<file path="config.mk">
export PLATFORM = sky130hd
export DESIGN_NAME = am_access_scheduler
export DESIGN_NICKNAME = d
export VERILOG_FILES = /design/src/rtl/am_access_scheduler_pkg.sv /design/src/rtl/am_access_scheduler_rr.sv /design/src/rtl/am_access_scheduler.sv
export SDC_FILE = /design/constraint.sdc
export NUM_CORES = 1
export LEC_CHECK = 0
export CORE_MARGIN = 2
export CORE_UTILIZATION = 40
export CTS_CLUSTER_DIAMETER = 150
export DETAILED_ROUTE_END_ITERATION = 6
export PLACE_DENSITY = 0.78
export SYNTH_ARGS = -nofsm -noshare
export SYNTH_HDL_FRONTEND = slang
export SYNTH_SLANG_ARGS = --single-unit
</file>
<file path="constraint.sdc">
create_clock -name CLK_CI -period 1.7 [get_ports CLK_CI]
set_clock_uncertainty 0.05 [all_clocks]
set_input_delay 0.255 -clock CLK_CI [delete_from_list [all_inputs] [get_ports CLK_CI]]
set_output_delay 0.255 -clock CLK_CI [all_outputs]
set_load 0.02 [all_outputs]
</file>
<file path="src/rtl/am_access_scheduler_pkg.sv">
// Shared definitions for the associative-memory access scheduler: AM modes,
// scheduler FSM encoding and the "no class" sentinel returned for untrained queries.
package am_access_scheduler_pkg;

   localparam logic [1:0] MODE_TRAIN   = 2'd0;
   localparam logic [1:0] MODE_PREDICT = 2'd1;

   typedef enum logic [1:0] {
      ST_IDLE     = 2'd0,
      ST_ISSUE    = 2'd1,
      ST_WAIT_RES = 2'd2,
      ST_DELIVER  = 2'd3
   } state_t;

   // All-ones sentinel; users slice the low bits matching their own field width.
   localparam int unsigned          SENTINEL_WIDTH = 32;
   localparam logic [SENTINEL_WIDTH-1:0] NO_CLASS  = '1;

endpackage

</file>
<file path="src/rtl/am_access_scheduler_rr.sv">
// Two-port round-robin arbiter (train vs query). Grants are combinational; the
// preference pointer moves to the port that was not granted after every grant.
module am_rr_arbiter (
   input  logic CLK_CI,
   input  logic Reset_RBI,
   input  logic Enable_SI,
   input  logic ReqTrain_SI,
   input  logic ReqQuery_SI,
   output logic GrantTrain_SO,
   output logic GrantQuery_SO
);

   logic PreferQuery_SP;

   always_comb begin
      GrantTrain_SO = 1'b0;
      GrantQuery_SO = 1'b0;
      if (Enable_SI) begin
         if (ReqTrain_SI && (!ReqQuery_SI || !PreferQuery_SP)) begin
            GrantTrain_SO = 1'b1;
         end else if (ReqQuery_SI) begin
            GrantQuery_SO = 1'b1;
         end
      end
   end

   always_ff @(posedge CLK_CI or negedge Reset_RBI) begin
      if (!Reset_RBI) begin
         PreferQuery_SP <= 1'b0;
      end else if (GrantTrain_SO) begin
         PreferQuery_SP <= 1'b1;
      end else if (GrantQuery_SO) begin
         PreferQuery_SP <= 1'b0;
      end
   end

endmodule

</file>
<file path="src/rtl/am_access_scheduler.sv">
// Shares one associative memory between a training stream and a query stream,
// one request in flight at a time; untrained queries are answered locally.
module am_access_scheduler
   import am_access_scheduler_pkg::*;
#(
   parameter int unsigned LABEL_WIDTH    = 8,
   parameter int unsigned HV_DIMENSION   = 8,
   parameter int unsigned DISTANCE_WIDTH = 8,
   parameter int unsigned CLASSES        = 16
) (
   input  logic                      CLK_CI,
   input  logic                      Reset_RBI,
   input  logic                      TrainValid_SI,
   input  logic [LABEL_WIDTH-1:0]    TrainLabel_DI,
   input  logic [HV_DIMENSION-1:0]   TrainHV_DI,
   output logic                      TrainReady_SO,
   input  logic                      QueryValid_SI,
   input  logic [HV_DIMENSION-1:0]   QueryHV_DI,
   output logic                      QueryReady_SO,
   output logic                      ResultValid_SO,
   output logic [LABEL_WIDTH-1:0]    ResultLabel_DO,
   output logic [DISTANCE_WIDTH-1:0] ResultDistance_DO,
   input  logic                      ResultReady_SI,
   output logic                      AmValid_SO,
   output logic [1:0]                AmMode_SO,
   output logic [LABEL_WIDTH-1:0]    AmLabel_DO,
   output logic [HV_DIMENSION-1:0]   AmHV_DO,
   input  logic                      AmReady_SI,
   input  logic                      AmValid_SI,
   input  logic [LABEL_WIDTH-1:0]    AmLabel_DI,
   input  logic [DISTANCE_WIDTH-1:0] AmDistance_DI,
   output logic                      AmReady_SO,
   output logic                      LabelError_SO,
   output logic [CLASSES-1:0]        TrainedMask_DO,
   output logic [1:0]                FsmState_DO
);

   localparam int unsigned IDX_W = (CLASSES > 1) ? $clog2(CLASSES) : 1;
   localparam logic [LABEL_WIDTH:0] CLASS_LIMIT = (LABEL_WIDTH + 1)'(CLASSES);

   state_t State_SP;
   logic   GrantTrain_S;
   logic   GrantQuery_S;
   logic   LabelOutOfRange_S;

   // Handshakes: a transfer happens on a rising edge where valid and ready are both 1;
   // a source holds valid and data stable until then, and ready never waits on a later valid.
   am_rr_arbiter i_arbiter (
      .CLK_CI        (CLK_CI),
      .Reset_RBI     (Reset_RBI),
      .Enable_SI     (State_SP == ST_IDLE),
      .ReqTrain_SI   (TrainValid_SI),
      .ReqQuery_SI   (QueryValid_SI),
      .GrantTrain_SO (GrantTrain_S),
      .GrantQuery_SO (GrantQuery_S)
   );

   assign TrainReady_SO     = GrantTrain_S;
   assign QueryReady_SO     = GrantQuery_S;
   assign AmReady_SO        = (State_SP == ST_WAIT_RES) && AmValid_SI;
   assign LabelOutOfRange_S = ({1'b0, TrainLabel_DI} >= CLASS_LIMIT);
   assign FsmState_DO       = State_SP;

   always_ff @(posedge CLK_CI or negedge Reset_RBI) begin
      if (!Reset_RBI) begin
         State_SP          <= ST_IDLE;
         AmValid_SO        <= 1'b0;
         AmMode_SO         <= MODE_TRAIN;
         AmLabel_DO        <= '0;
         AmHV_DO           <= '0;
         ResultValid_SO    <= 1'b0;
         ResultLabel_DO    <= '0;
         ResultDistance_DO <= '0;
         LabelError_SO     <= 1'b0;
         TrainedMask_DO    <= '0;
      end else begin
         case (State_SP)
            ST_IDLE: begin
               if (GrantTrain_S) begin
                  if (LabelOutOfRange_S) begin
                     LabelError_SO <= 1'b1;
                  end else begin
                     AmMode_SO  <= MODE_TRAIN;
                     AmLabel_DO <= TrainLabel_DI;
                     AmHV_DO    <= TrainHV_DI;
                     AmValid_SO <= 1'b1;
                     State_SP   <= ST_ISSUE;
                  end
               end else if (GrantQuery_S) begin
                  AmMode_SO  <= MODE_PREDICT;
                  AmLabel_DO <= '0;
                  AmHV_DO    <= QueryHV_DI;
                  // Nothing trained yet: the AM has no answer, so reply with the sentinel.
                  if (TrainedMask_DO == '0) begin
                     ResultLabel_DO    <= NO_CLASS[LABEL_WIDTH-1:0];
                     ResultDistance_DO <= NO_CLASS[DISTANCE_WIDTH-1:0];
                     ResultValid_SO    <= 1'b1;
                     State_SP          <= ST_DELIVER;
                  end else begin
                     AmValid_SO <= 1'b1;
                     State_SP   <= ST_ISSUE;
                  end
               end
            end
            ST_ISSUE: begin
               if (AmReady_SI) begin
                  AmValid_SO <= 1'b0;
                  if (AmMode_SO == MODE_TRAIN) begin
                     TrainedMask_DO[AmLabel_DO[IDX_W-1:0]] <= 1'b1;
                     State_SP <= ST_IDLE;
                  end else begin
                     State_SP <= ST_WAIT_RES;
                  end
               end
            end
            ST_WAIT_RES: begin
               if (AmValid_SI) begin
                  ResultLabel_DO    <= AmLabel_DI;
                  ResultDistance_DO <= AmDistance_DI;
                  ResultValid_SO    <= 1'b1;
                  State_SP          <= ST_DELIVER;
               end
            end
            ST_DELIVER: begin
               if (ResultReady_SI) begin
                  ResultValid_SO <= 1'b0;
                  State_SP       <= ST_IDLE;
               end
            end
            default: State_SP <= ST_IDLE;
         endcase
      end
   end

endmodule

</file>
==> results of run 1 <==
power breakdown:
group / internal, W / switching (W)
clock network: 0.000306 / 0.000457
registers: 0.00181 / 0.000365
logic: 0.00179 / 0.00162
synth_stat cells:
master     count  area, um^2
a21boi_4       1       18.77
o21ai_0        2       10.01
clkbuf_1       1       3.750
o21a_1         2       15.01
o21bai_1      12       90.09
buf_2          1       5.000
nand2_2        1       6.260
a32o_1         1       10.01
o22a_1        16       140.1
mux2_2        16       180.2
nor4_4         1       21.27
o21ai_2        1       8.760
buf_4          1       7.510
or4_1          1       7.510
or2_2          1       6.260
buf_6          4       45.04
nand4_1        1       6.260
conb_1         1       3.750
a31o_2         4       35.03
nor2b_1        4       25.02
a21boi_2       1       11.26
a22o_1         1       8.760
nor2_1         3       11.26
nor4_1         5       31.28
dfrtp_1       55        1376
nor2_4         1       11.26
nand2_1       14       52.55
o41ai_1        1       8.760
o31ai_1        1       7.510
nand3b_1       2       15.01
inv_1         10       37.54
nand3_1        5       25.02
a2bb2oi_1      1       8.760
mux2i_1        5       50.05
o211ai_1       1       7.510
final cells by class:
type                            instances  area (um^2)
Clock inverter                          3        27.53
Inverter                               10        37.54
Sequential cell                        55         1376
Fill cell                             435         1723
Multi-Input combinational cell        106        882.1
Clock buffer                            5        68.82
Timing Repair Buffer                  143         1335
Tap cell                               72        90.09
logic make-up after synthesis:
kind of cell,share of synthesized area (%)
buffers and inverters,4.282
multiplexers,9.973
flip-flops,59.62
AO/OA/AOI/OAI,16.48
AND/OR/NAND/NOR,9.485
other,0.1624
through the flow:
stage / total power, W / setup WS [ns] / utilization [%] / hold slack (ns)
2_1_floorplan: 0.003842 / 0.01020 / - / -0.09059
3_3_place_gp: 0.005450 / -0.3686 / 65.04 / 0.2032
3_5_place_dp: 0.005528 / -0.4272 / 65.04 / 0.2099
4_1_cts: 0.006344 / -0.03857 / 68.02 / 0.3922
5_1_grt: 0.006729 / -0.09890 / 68.90 / 0.4181
6_report: 0.006346 / -0.04326 / 68.90 / 0.3992
worst paths after layout:
path                                   startpoint            end  slack [ns]  depth (start not counted)
worst min-delay path                    Reset_RBI     AmHV_DO[0]        0.40                          3
worst max register to register  TrainedMask_DO[4]     AmValid_SO       -0.04                          5
worst min register to register      LabelError_SO  LabelError_SO        0.43                          1
worst max-delay path            TrainedMask_DO[4]     AmValid_SO       -0.04                          5
max in group asynchronous               Reset_RBI     AmValid_SO        0.84                          3
min in group CLK_CI              TrainLabel_DI[0]  AmLabel_DO[0]        0.42                          3
state kept, by name, summed over array words and instances (netlist names):
| signal | cells |
|---|---|
| TrainedMask_DO | 16 |
| AmHV_DO | 8 |
| AmLabel_DO | 8 |
| ResultDistance_DO | 8 |
| ResultLabel_DO | 8 |
| FsmState_DO | 2 |
| AmMode_SO | 1 |
| AmValid_SO | 1 |
| LabelError_SO | 1 |
| ResultValid_SO | 1 |
| i_arbiter.PreferQuery_SP | 1 |
timing repair:
| action | in CTS | in global routing |
|---|---|---|
| setup endpoints to repair | 52 | 33 |
| gates resized for setup | 31 | 14 |
| hold buffers | 1 | 0 |
| pin swaps | 3 | 4 |
| hold endpoints to repair | 55 | 0 |
| buffers inserted | 5 | 2 |
per-layer routing:
metal	up-vias	global-route usage (%)	wire length, um
met5	-	0	0
met4	0	4.068	53
met3	5	7.014	489
met2	70	31.08	2775
met1	950	21.34	2375
li1	935	-	-
worst max-delay path, cell delays in order (launching register included):
cell     delay [ns]
dfrtp_1        0.40
nor4_1         0.31
nand4_1        0.13
buf_4          0.16
or4_1          0.39
a22o_1         0.18
==> results.cfg, run 1 <==
[status]
status = finished, violations left
violations = setup timing

[route]
drc = 0
drt-initial-drc-count = 56
drt-pass1-iter-count = 4
wire_per_inst_um = 14.45
viasPerCell = 4.975
routed_wirelength_um = 5694
ant_nets = 0
vias = 1960

[clocking]
cts-htree-levels = 2
cts.clk_slew.worst_paths_ns = 0.11
cts_tree = built
root_buffer = clkbuf_8
cts_sinks = 55
cts_buffers = 5
clock_latency_ns = 0.32
ctsLongestPathBuffers = 2

[sta]
rsz0062_at_grt = yes
period_share_pct = 102.5
setup_viol = 1
fmax_mhz = 573.6
hold_viol_final = 0
drv_slew = 0
timing.final.crit_period_ns = 1.743
worst_slack_ns = -0.04326
tns_ns = -0.04326

[final_layout]
syn_to_final_growth_pct = 65.37
design_area_um2 = 3817
most-common-layout-cells = clkdlybuf4s50_1 (76), dfrtp_1 (55), buf_4 (37)
n_antenna_cell = 0
stdcell_count = 394
nets = 368
final_common_cell = clkdlybuf4s50_1
drive_above_1_share_pct = 26.40

[logic_synthesis]
netlist-cell-type-count = 35
syn_area_um2 = 2308
ys_ff_latch = 55
syn_inst = 178
postSynthAreaPerCell_um2 = 12.97
yosysWarnings = 0
syn_nets = 225
seq_area_frac_synth_pct = 59.62

[job]
timing.max_cap.violations = 0

[worst_setup_path]
path_class = flip-flop to flip-flop
cp.arrival_ns = 1.90
startpoint_type = flip-flop
path_max_fanout = 3
worstSetupEndpointType = flip-flop
cp_data_required_time_ns = 1.86

[die]
dieArea_um2 = 6395
rows = 27
ios = 105
core_um2 = 5540
die_x_um = 79.97
dieHeight_um = 79.97
start_util_pct = 41.67

[placed_design]
port_buffers = 103
post-place-cells = 378
finalWeightedCongestion = 0.8117
post-dp-hpwl_um = 4315
place_area_um2 = 3603

[grt]
grt_pass1_vias = 1976
grt_use_total_pct = 18.08
grt_overflow = 0
antenna_found_initial = 0
grt_first_pass_wirelength_um = 8880
grt_max_degree = 34

[pwr]
pwr_density_cell_nw_per_um2 = 1662
ir_worst_vdd_mv = 0.9418
p_leak_nw = 1.793

[worst_hold_path]
hold_class = primary input to async pin
Note: power is estimated with default switching activity, not from simulation.
==> inputs of run 2 (changes only) <==
--- a/config.mk
+++ b/config.mk
@@ -9,6 +9,7 @@
 export CORE_UTILIZATION = 40
 export CTS_CLUSTER_DIAMETER = 150
 export DETAILED_ROUTE_END_ITERATION = 6
+export GPL_TIMING_DRIVEN = 1
 export PLACE_DENSITY = 0.78
 export SYNTH_ARGS = -nofsm -noshare
 export SYNTH_HDL_FRONTEND = slang
==> results of run 2 <==
Same layout as run 1: the final DEF is identical, and so are final timing and power.
